## src/rtl/alu_arbiter.sv

```systemverilog
// Round-robin arbiter sharing one ALU between two requesters, with a one-entry
// response register returned to whichever requester won the grant.
//
//   state | meaning
//   EMPTY | response register free; a pending request may be granted
//   FULL  | response register holds a result owned by own_q
module alu_arbiter #(
  parameter int WIDTH = 32,
  parameter int CNTW  = 16
) (
  input  logic             clk,
  input  logic             rst_n,
  input  logic             req0_valid,
  input  logic             req1_valid,
  output logic             req0_ready,
  output logic             req1_ready,
  input  logic [2:0]       req0_ctrl,
  input  logic [2:0]       req1_ctrl,
  input  logic [WIDTH-1:0] req0_op0,
  input  logic [WIDTH-1:0] req0_op1,
  input  logic [WIDTH-1:0] req1_op0,
  input  logic [WIDTH-1:0] req1_op1,
  output logic [2:0]       alu_control,
  output logic [WIDTH-1:0] alu_operand0,
  output logic [WIDTH-1:0] alu_operand1,
  input  logic [WIDTH-1:0] alu_result,
  input  logic             alu_carry,
  input  logic             alu_sign,
  input  logic             alu_overflow,
  input  logic             alu_zero,
  output logic             rsp0_valid,
  output logic             rsp1_valid,
  input  logic             rsp0_ready,
  input  logic             rsp1_ready,
  output logic [WIDTH-1:0] rsp_result,
  output logic [3:0]       rsp_flags,
  output logic [CNTW-1:0]  gnt_cnt0,
  output logic [CNTW-1:0]  gnt_cnt1
);

  typedef enum logic {EMPTY = 1'b0, FULL = 1'b1} state_t;

  localparam logic [CNTW-1:0] CNT_ONE = {{(CNTW-1){1'b0}}, 1'b1};

  state_t           state_q, state_d;
  logic             own_q, own_d;
  logic             pri_q, pri_d;
  logic [WIDTH-1:0] rsp_result_q, rsp_result_d;
  logic [3:0]       rsp_flags_q, rsp_flags_d;
  logic [CNTW-1:0]  gnt_cnt0_q, gnt_cnt0_d;
  logic [CNTW-1:0]  gnt_cnt1_q, gnt_cnt1_d;

  logic own_ready;
  logic can_issue;
  logic winner;
  logic grant;

  always_ff @(posedge clk or negedge rst_n) begin
    if (!rst_n) begin
      state_q      <= EMPTY;
      own_q        <= 1'b0;
      pri_q        <= 1'b0;
      rsp_result_q <= '0;
      rsp_flags_q  <= '0;
      gnt_cnt0_q   <= '0;
      gnt_cnt1_q   <= '0;
    end else begin
      state_q      <= state_d;
      own_q        <= own_d;
      pri_q        <= pri_d;
      rsp_result_q <= rsp_result_d;
      rsp_flags_q  <= rsp_flags_d;
      gnt_cnt0_q   <= gnt_cnt0_d;
      gnt_cnt1_q   <= gnt_cnt1_d;
    end
  end

  always_comb begin
    // Only the owner's ready can free the register; the other side is ignored.
    own_ready = own_q ? rsp1_ready : rsp0_ready;
    can_issue = (state_q == EMPTY) || own_ready;
    winner    = (req0_valid && req1_valid) ? pri_q : req1_valid;
    grant     = can_issue && (req0_valid || req1_valid);

    req0_ready   = grant && !winner;
    req1_ready   = grant && winner;
    alu_control  = 3'd0;
    alu_operand0 = '0;
    alu_operand1 = '0;

    state_d      = state_q;
    own_d        = own_q;
    pri_d        = pri_q;
    rsp_result_d = rsp_result_q;
    rsp_flags_d  = rsp_flags_q;
    gnt_cnt0_d   = gnt_cnt0_q;
    gnt_cnt1_d   = gnt_cnt1_q;

    if (grant) begin
      alu_control  = winner ? req1_ctrl : req0_ctrl;
      alu_operand0 = winner ? req1_op0  : req0_op0;
      alu_operand1 = winner ? req1_op1  : req0_op1;

      state_d      = FULL;
      own_d        = winner;
      pri_d        = !winner;
      rsp_result_d = alu_result;
      rsp_flags_d  = {alu_carry, alu_sign, alu_overflow, alu_zero};
      if (winner) gnt_cnt1_d = gnt_cnt1_q + CNT_ONE;
      else        gnt_cnt0_d = gnt_cnt0_q + CNT_ONE;
    end else if ((state_q == FULL) && own_ready) begin
      state_d = EMPTY;
    end
  end

  assign rsp0_valid = (state_q == FULL) && !own_q;
  assign rsp1_valid = (state_q == FULL) && own_q;
  assign rsp_result = rsp_result_q;
  assign rsp_flags  = rsp_flags_q;
  assign gnt_cnt0   = gnt_cnt0_q;
  assign gnt_cnt1   = gnt_cnt1_q;

endmodule

```

## config.mk

```make
export PLATFORM = sky130hd
export DESIGN_NAME = alu_arbiter
export DESIGN_NICKNAME = d
export VERILOG_FILES = /design/src/rtl/alu_arbiter.sv
export SDC_FILE = /design/constraint.sdc
export NUM_CORES = 1
export LEC_CHECK = 0
export ABC_AREA = 1
export CAP_MARGIN = 0
export CORE_AREA = 2 2 122 124
export DETAILED_ROUTE_END_ITERATION = 10
export DIE_AREA = 0 0 124 126
export DONT_BUFFER_PORTS = 1
export HOLD_SLACK_MARGIN = 0.05
export PLACE_DENSITY = 0.38
export SYNTH_ARGS = -nofsm -noshare
export SYNTH_HDL_FRONTEND = slang
export SYNTH_SLANG_ARGS = --single-unit
```

## constraint.sdc

```tcl
create_clock -name clk -period 1.5 [get_ports clk]
set_clock_uncertainty 0.05 [all_clocks]
set_input_delay 0.225 -clock clk [delete_from_list [all_inputs] [get_ports clk]]
set_output_delay 0.225 -clock clk [all_outputs]
set_load 0.1 [all_outputs]
```

Word-level counts from Yosys, hierarchy flattened
Index checks and enable logic that the tools add are counted.
{ "totals": {"reg_bits": 71, "latch_bits": 0, "mem_bits_rw": 0, "rom_bits": 0, "inputBits": 176, "output_inout_bits": 139, "word_cells": 35, "memories": 0} }
{ "op_classes": {"add_sub_neg": 2, "multipliers": 0, "div_mod_pow": 0, "n_lt_le_gt_ge": 0, "eq_ne": 0, "shifts": 0, "muxes": 10, "n_bitwise": 2, "n_reduce_logical": 14} }
{ "ops": {"columns": ["op", "count"], "rows": [
  ["$mux 32", 4],
  ["$add 16x1->16 const B", 2],
  ["$logic_and 1x1->1", 7],
  ["$mux 3", 2],
  ["$mux 1", 4],
  ["$reduce_and 2->1", 2],
  ["$logic_not 1->1", 2],
  ["$logic_or 1x1->1", 2],
  ["$not 1->1", 2],
  ["$reduce_bool 2->1", 1]
]} }

Depth between registers and ports, before layout
Gate-level depths: netlist of run 1.
{ "logic_depth": {"word_depth": 4, "depth_mapped": 9, "mapped_depth_nobuf": 8} }

Worst setup path before layout of run 1
No wires, ideal clock.
{ "synth_path": {"path_kind": "reg-to-output", "from": "reg own_q", "to": "out alu_operand1[23]", "arrival_time_ns": 1.914, "required_time_ns": 1.225, "path_slack_ns": -0.689, "path_stages_with_launch": 8, "path_buffers": 1, "path_cell_list": "dfrtp_1 inv_2 nand3_1 nand2_1 nor2_1 buf_2 nand2_1 nand2_1"} }
{ "synth_via": {"elab_chain_len": 4} }
{ "synth_lines": {"columns": ["element", "line", "source"], "rows": [
  ["start, declared", "46", "logic own_q, own_d;"],
  ["start signal, assigned", "69", "own_q <= own_d;"],
  ["$mux 1", "80", "own_ready = own_q ? rsp1_ready : rsp0_ready;"],
  ["$logic_or 1x1->1", "81", "can_issue = (state_q == EMPTY) || own_ready;"],
  ["$logic_and 1x1->1", "83", "grant = can_issue && (req0_valid || req1_valid);"],
  ["$mux 32", "99", "if (grant) begin"],
  ["end, declared", "25", "output logic [WIDTH-1:0] alu_operand1,"]
]} }
No other way between the ends.

Worst setup path in the final report of run 1
{ "layout_path": {"from": "reg own_q", "to": "out alu_operand0[11]"} }
{ "layout_via": {"elab_chain_len": 4} }
{ "layout_lines": {"columns": ["element", "line", "source"], "rows": [
  ["$mux 1", "80", null],
  ["$logic_or 1x1->1", "81", null],
  ["$logic_and 1x1->1", "83", null],
  ["$mux 32", "99", null],
  ["end, declared", "24", "output logic [WIDTH-1:0] alu_operand0,"]
]} }
No other way between the ends.

==> results of run 1 <==
==> layer usage <==
layer | up-vias | track usage | routed length, um
met2 | 186 | 0.336 | 8660
met5 | - | 0 | 0
met3 | 19 | 0.0774 | 1690
met1 | 2103 | 0.221 | 6170
li1 | 2126 | - | -
met4 | 0 | 0.0522 | 261
==> cell usage after synthesis, drive strengths merged <==
library cell	instances	area share
xnor2	5	0.011
nand4	5	0.0076
nor2	33	0.034
nand3	15	0.021
o21ai	11	0.013
nand3b	7	0.013
xor2	8	0.017
dfrtp	71	0.43
a21oi	1	0.0012
buf	27	0.055
nor3	2	0.0024
inv	24	0.022
ha	2	0.0061
nand2	403	0.37
==> worst max-delay path: stages, from the launching register on <==
cell	delay [ns]
dfrtp_1	0.41
inv_2	0.07
nand3_2	0.08
nand2_2	0.06
nor2_4	0.14
buf_12	0.13
buf_12	0.10
clkbuf_16	0.15
nand2_1	0.13
nand2_8	0.19
==> state kept, by name, summed over array words and instances (netlist names) <==
| register | flops |
|---|---|
| rsp_flags | 4 |
| gnt_cnt1 | 16 |
| state_q | 1 |
| pri_q | 1 |
| rsp_result | 32 |
| gnt_cnt0 | 16 |
| own_q | 1 |
==> stage by stage <==
step / TNS [ns] / setup slack, ns / cells / utilization / instance area (um2)
after floorplan: -7.58 / -0.409 / 614 / - / 5290
after global placement: -11.65 / -0.227 / 861 / 0.427 / 6110
after detailed placement: -13.92 / -0.226 / 861 / 0.427 / 6110
after CTS: -33.65 / -0.525 / 913 / 0.484 / 6930
after global routing: -42.98 / -0.645 / 935 / 0.532 / 7610
final: -36.38 / -0.570 / 935 / 0.532 / 7610
==> layout by cell type, fill, tap and decap left out, drive strengths merged <==
cell,instances
clkbuf,17
a21oi,1
dfrtp,71
dlygate4sd3,36
nand4,5
nor3,2
ha,2
xor2,8
nand3b,7
nand3,15
clkinv,6
clkinvlp,1
buf,105
nor2,33
nand2,403
o21ai,11
xnor2,5
inv,23
==> area by class of cell <==
cell class,count,area (um2),area share
clock inverter,5,35.0,0.00460
multi-input combinational,492,3560,0.468
clock buffer,10,239,0.0314
tap,184,230,0.0302
timing repair inverter,1,8.76,0.00115
inverter,24,115,0.0151
timing repair buffer,148,1570,0.206
sequential,71,1860,0.244
==> what timing repair did <==
item / CTS / global route
pin swaps: 30 / 32
hold endpoints to repair: 107 / 71
resized for setup: 43 / 114
gates cloned: 0 / 11
buffers inserted: 2 / 13
endpoints found under the setup margin: 117 / 128
==> worst max-delay path by stage <==
stage | endpoint | startpoint | slack [ns] | cells past startpoint
after CTS | alu_operand1[27] | own_q$_DFFE_PN0P_ | -0.53 | 7
after floorplan | alu_operand1[23] | own_q$_DFFE_PN0P_ | -0.41 | 8
after global routing | alu_operand0[22] | own_q$_DFFE_PN0P_ | -0.64 | 9
after global placement | alu_operand0[31] | own_q$_DFFE_PN0P_ | -0.23 | 7
final | alu_operand0[11] | own_q$_DFFE_PN0P_ | -0.57 | 9
after detailed placement | alu_operand0[31] | own_q$_DFFE_PN0P_ | -0.23 | 7
==> kinds of logic after synthesis <==
group,Yosys count,share of synthesized area
adder cells (fa/ha/maj),2,0.00606
XOR/XNOR,13,0.0276
flip-flops,71,0.430
buffers and inverters,51,0.0767
AND/OR/NAND/NOR,465,0.445
AO/OA/AOI/OAI,12,0.0145
==> metrics.md, run 1 <==
| Metric | Value |
|---|---|
| Worst setup SP type | `register` |
| Synth Area per Inst | `6.72 um2` |
| RSZ-0062 raised after global routing | `true` |
| CP required | `1.22 ns` |
| Routed vias/inst | `4.74` |
| Max H-tree Level | `3` |
| Slew of the pin with the lowest slew margin | `0.503 ns` |
| FP Rows | `44` |
| Number of diodes | `0` |
| Detailed-route via count | `4,434` |
| Depth of the worst register-to-register path | `11` |
| CTS clock-pin slew for the worst setup and hold paths | `0.06 ns` |
| Post-DRT Antenna Nets | `0` |
| Post-Syn Instances | `614` |
| Crit end category | `primary output` |
| # nets final | `925` |
| First-pass GRT wire length | `23,200 um` |
| RePlAce Congestion | `0.770` |
| Clock root cell | `clkbuf_16` |
| CTS sink cnt | `71` |
| Worst hold path type | `in -> async` |
| Reg-to-Reg End | `gnt_cnt0[15]$_DFFE_PN0P_` |
| CTS tree | `yes` |
| Initial antenna violation count | `0` |
| Die Height | `126 um` |
| Status | `finished with violations` |
| Fraction of layout cells with a size suffix above 1 | `0.477` |
| Die width | `124 um` |
| Largest net degree at the start of global routing | `72` |
| Filler cells | `1,330` |
| Synth Cell Area | `4130 um2` |
| Final setup margin | `-0.570 ns` |
| Worst hold margin | `-0.470 ns` |
| Tcrit/Tclk final | `1.38` |
| Max_slew headroom | `0.665` |
| Critical path peak fanout | `8` |
| Mapped Nets | `792` |
| Routed wire length | `16,800 um` |
| Min Tclk post-route | `2.07 ns` |
| Worst-Skew Late Latency | `0.34 ns` |
| Vias in the first global route | `4,231` |
| Initial drt markers | `207` |
| Post-synthesis sequential area ratio | `0.430` |
| WL/cell | `17.9 um` |
| Synth warn | `0` |
| Post-synth cell types | `22` |
| Port bufs | `0` |
| Count of state elements after synthesis | `71` |
| DP HPWL | `11,700 um` |
| Final Slew Violations | `0` |
| Total CTS buffers | `9` |
| Fmax | `0.483 GHz` |
| Hold buffers post-CTS | `36` |
| Synth-to-Final Area Change | `84.5%` |
| Count of final setup violators | `89` |
| Total Routing Usage GR | `0.195` |
| Reg-to-Reg Start | `own_q$_DFFE_PN0P_` |
| Pre-antenna DRT Iters | `4` |
| Max Cap Viol | `0` |
| Failing checks | `negative hold slack, negative setup slack` |
| I/O Pins | `315` |
| Arrival time at the worst endpoint | `1.79 ns` |
| Core Area | `14,300 um2` |
| Grt total ovfl | `0` |
| Drt drc | `0` |
| Critical path class | `reg -> out` |
| Die area | `15,600 um2` |
| Initial core utilization | `0.288` |
| Longest Clk Path Bufs | `2` |
| Reg2reg setup slack | `-0.27 ns` |
| Final hold violation count | `71` |
Power of run 1 is not shown: default switching activity piles up to over one toggle a cycle in this logic, so the estimate is an artifact.
==> run 2, diff against run 1 <==
--- a/config.mk
+++ b/config.mk
@@ -13,6 +13,7 @@
 export DONT_BUFFER_PORTS = 1
 export HOLD_SLACK_MARGIN = 0.05
 export PLACE_DENSITY = 0.38
+export SETUP_SLACK_MARGIN = 0.15
 export SYNTH_ARGS = -nofsm -noshare
 export SYNTH_HDL_FRONTEND = slang
 export SYNTH_SLANG_ARGS = --single-unit
==> constraint.sdc (replaced) <==
create_clock -name clk -period 1.5 [get_ports clk]
set_clock_uncertainty 0.05 [all_clocks]
set_input_delay 0.075 -clock clk [delete_from_list [all_inputs] [get_ports clk]]
set_output_delay 0.075 -clock clk [all_outputs]
set_load 0.1 [all_outputs]
==> run 2 against run 1 <==
Against the previous run:
- the run still ends with negative hold slack, negative setup slack left
- first-iteration DRC count shrank 14%
- design area increased by 12%
- routed wire length is 4.4% higher
- critical path depth fell by 1
- critical path type unchanged
==> metrics.md, run 2 (same netlist as run 1, synthesis figures left out) <==
| Metric | Value |
|---|---|
| Max H-tree Level | `3` |
| CTS clock-pin slew for the worst setup and hold paths | `0.06 ns` |
| Commonest non-fill, non-tap cell in the layout | `nand2_1` |
| Longest Clk Path Bufs | `2` |
| CP max stage cell | `dfrtp_2` |
| Reg2reg setup slack | `-0.29 ns` |
| Worst hold path type | `in -> async` |
| DP Worst Slack | `-0.144 ns` |
| Status | `finished with violations` |
| CP required | `1.37 ns` |
| Failing checks | `negative hold slack, negative setup slack` |
| Critical path peak fanout | `9` |
| Cells along the critical path | `inv_2 > nand2_2 > nand3_4 > nand3_4 > clkinv_8 > buf_12 > nand2_2 > nand2_8` |
| CTS tree | `yes` |
| Post-DRT Antenna Nets | `0` |
| I/O Pins | `315` |
| Hold buffers post-CTS | `36` |
| Drt drc | `0` |
| Vias in the first global route | `4,315` |
| Crit end category | `primary output` |
| Final setup margin | `-0.378 ns` |
| Pre-antenna DRT Iters | `4` |
| Worst-Skew Late Latency | `0.33 ns` |
| Detailed-route via count | `4,477` |
| Final hold violation count | `71` |
| Worst setup SP type | `register` |
| Sum Neg Setup Slack | `-25.74 ns` |
| CP Buf/Inv Count | `3` |
| Worst hold margin | `-0.614 ns` |
| First-pass GRT wire length | `23,500 um` |
| Fraction of layout cells with a size suffix above 1 | `0.561` |
| Tcrit/Tclk final | `1.25` |
| Largest net degree at the start of global routing | `72` |
| Final Slew Violations | `0` |
| Port bufs | `0` |
| Initial drt markers | `178` |
| Core Area | `14,300 um2` |
| RePlAce Congestion | `0.764` |
| Min Tclk post-route | `1.88 ns` |
| Depth of the worst register-to-register path | `12` |
| # nets final | `939` |
| Total Routing Usage GR | `0.197` |
| CP delay by family, top | `simple AND/OR/NAND/NOR gates` |
| Slew of the pin with the lowest slew margin | `0.309 ns` |
| Worst Setup EP | `alu_operand1[0]` |
| Largest register FFs | `32` |
| Total CTS buffers | `9` |
| CP peak stage delay | `0.44 ns` |
| Number of diodes | `0` |
| Most frequent cells in the layout | `nand2_1, nand2_2, nand2_8, buf_4, nand2_4` |
| Routed vias/inst | `4.71` |
| Fmax | `0.532 GHz` |
| Routed wire length | `17,500 um` |
| Die width | `124 um` |
| Count of final setup violators | `82` |
| Initial antenna violation count | `0` |
| Reg-to-Reg End | `gnt_cnt0[15]$_DFFE_PN0P_` |
| WL/cell | `18.4 um` |
| Clock root cell | `clkbuf_16` |
| Die Height | `126 um` |
| Critical path class | `reg -> out` |
| DP HPWL | `11,900 um` |
| Grt total ovfl | `0` |
| FP Rows | `44` |
| Reg-to-Reg Start | `own_q$_DFFE_PN0P_` |
| RSZ-0062 raised after global routing | `true` |
| Fin util | `0.595` |
| Synth-to-Final Area Change | `106%` |
| Die area | `15,600 um2` |
| CP startpoint | `own_q$_DFFE_PN0P_` |
| Max Cap Viol | `0` |
| Arrival time at the worst endpoint | `1.75 ns` |
| Max_slew headroom | `0.794` |
| CTS sink cnt | `71` |
| Initial core utilization | `0.288` |
| Critical path depth | `8` |
-- run 2: worst reg2reg max path, cell delays in order, from the launching register on --
cell       delay [ns]
dfrtp_2          0.44
inv_2            0.09
nand2_2          0.06
nand3_4          0.07
nand3_4          0.15
clkinv_8         0.14
clkbuf_16        0.18
buf_8            0.10
buf_8            0.10
buf_6            0.12
nand2_1          0.06
nand2_1          0.06
nand2_1          0.05
-- run 2: area by class of cell --
type                            instances  area, um2
Inverter                               24        115
Timing Repair Buffer                  161       1880
Timing Repair inverter                  2       22.5
Clock buffer                           11        253
Tap cell                              184        230
Multi-Input combinational cell        492       4060
Clock inverter                          5       80.1
Sequential cell                        71       1870
Fill cell                            1216       5800
-- run 2: stage by stage --
stage	area, um2	std cells
global placement	6150	864
finish	8510	950
CTS	7500	927
global route	8510	950
detailed placement	6150	864
floorplan	5370	614
-- run 2: timing repair --
action | in CTS | in global routing
setup buffers | 8 | 6
pin swaps | 61 | 67
cloned | 3 | 17
endpoints found under the setup margin | 130 | 142
hold endpoints to repair | 108 | 71
resized for setup | 153 | 135
-- run 2: how the worst min path moves through the flow --
stage               slack [ns]                    endpoint  cells past startpoint  start
finish                   -0.61  rsp_result[16]$_DFFE_PN0P_                      0  rst_n
global route             -0.63  rsp_result[16]$_DFFE_PN0P_                      0  rst_n
CTS                      -0.63  rsp_result[16]$_DFFE_PN0P_                      0  rst_n
detailed placement       -0.27  rsp_result[16]$_DFFE_PN0P_                      0  rst_n
global placement         -0.27  rsp_result[16]$_DFFE_PN0P_                      0  rst_n
floorplan                -0.27    gnt_cnt0[11]$_DFFE_PN0P_                      0  rst_n
-- run 2: per-layer routing --
metal | vias to the layer above | share of wire | global-route usage
li1 | 2160 | - | -
met1 | 2111 | 0.35 | 0.219
met2 | 184 | 0.54 | 0.346
met3 | 22 | 0.089 | 0.0657
met4 | 0 | 0.023 | 0.0734
met5 | - | 0 | 0
Power of run 2 is left out for the same reason.
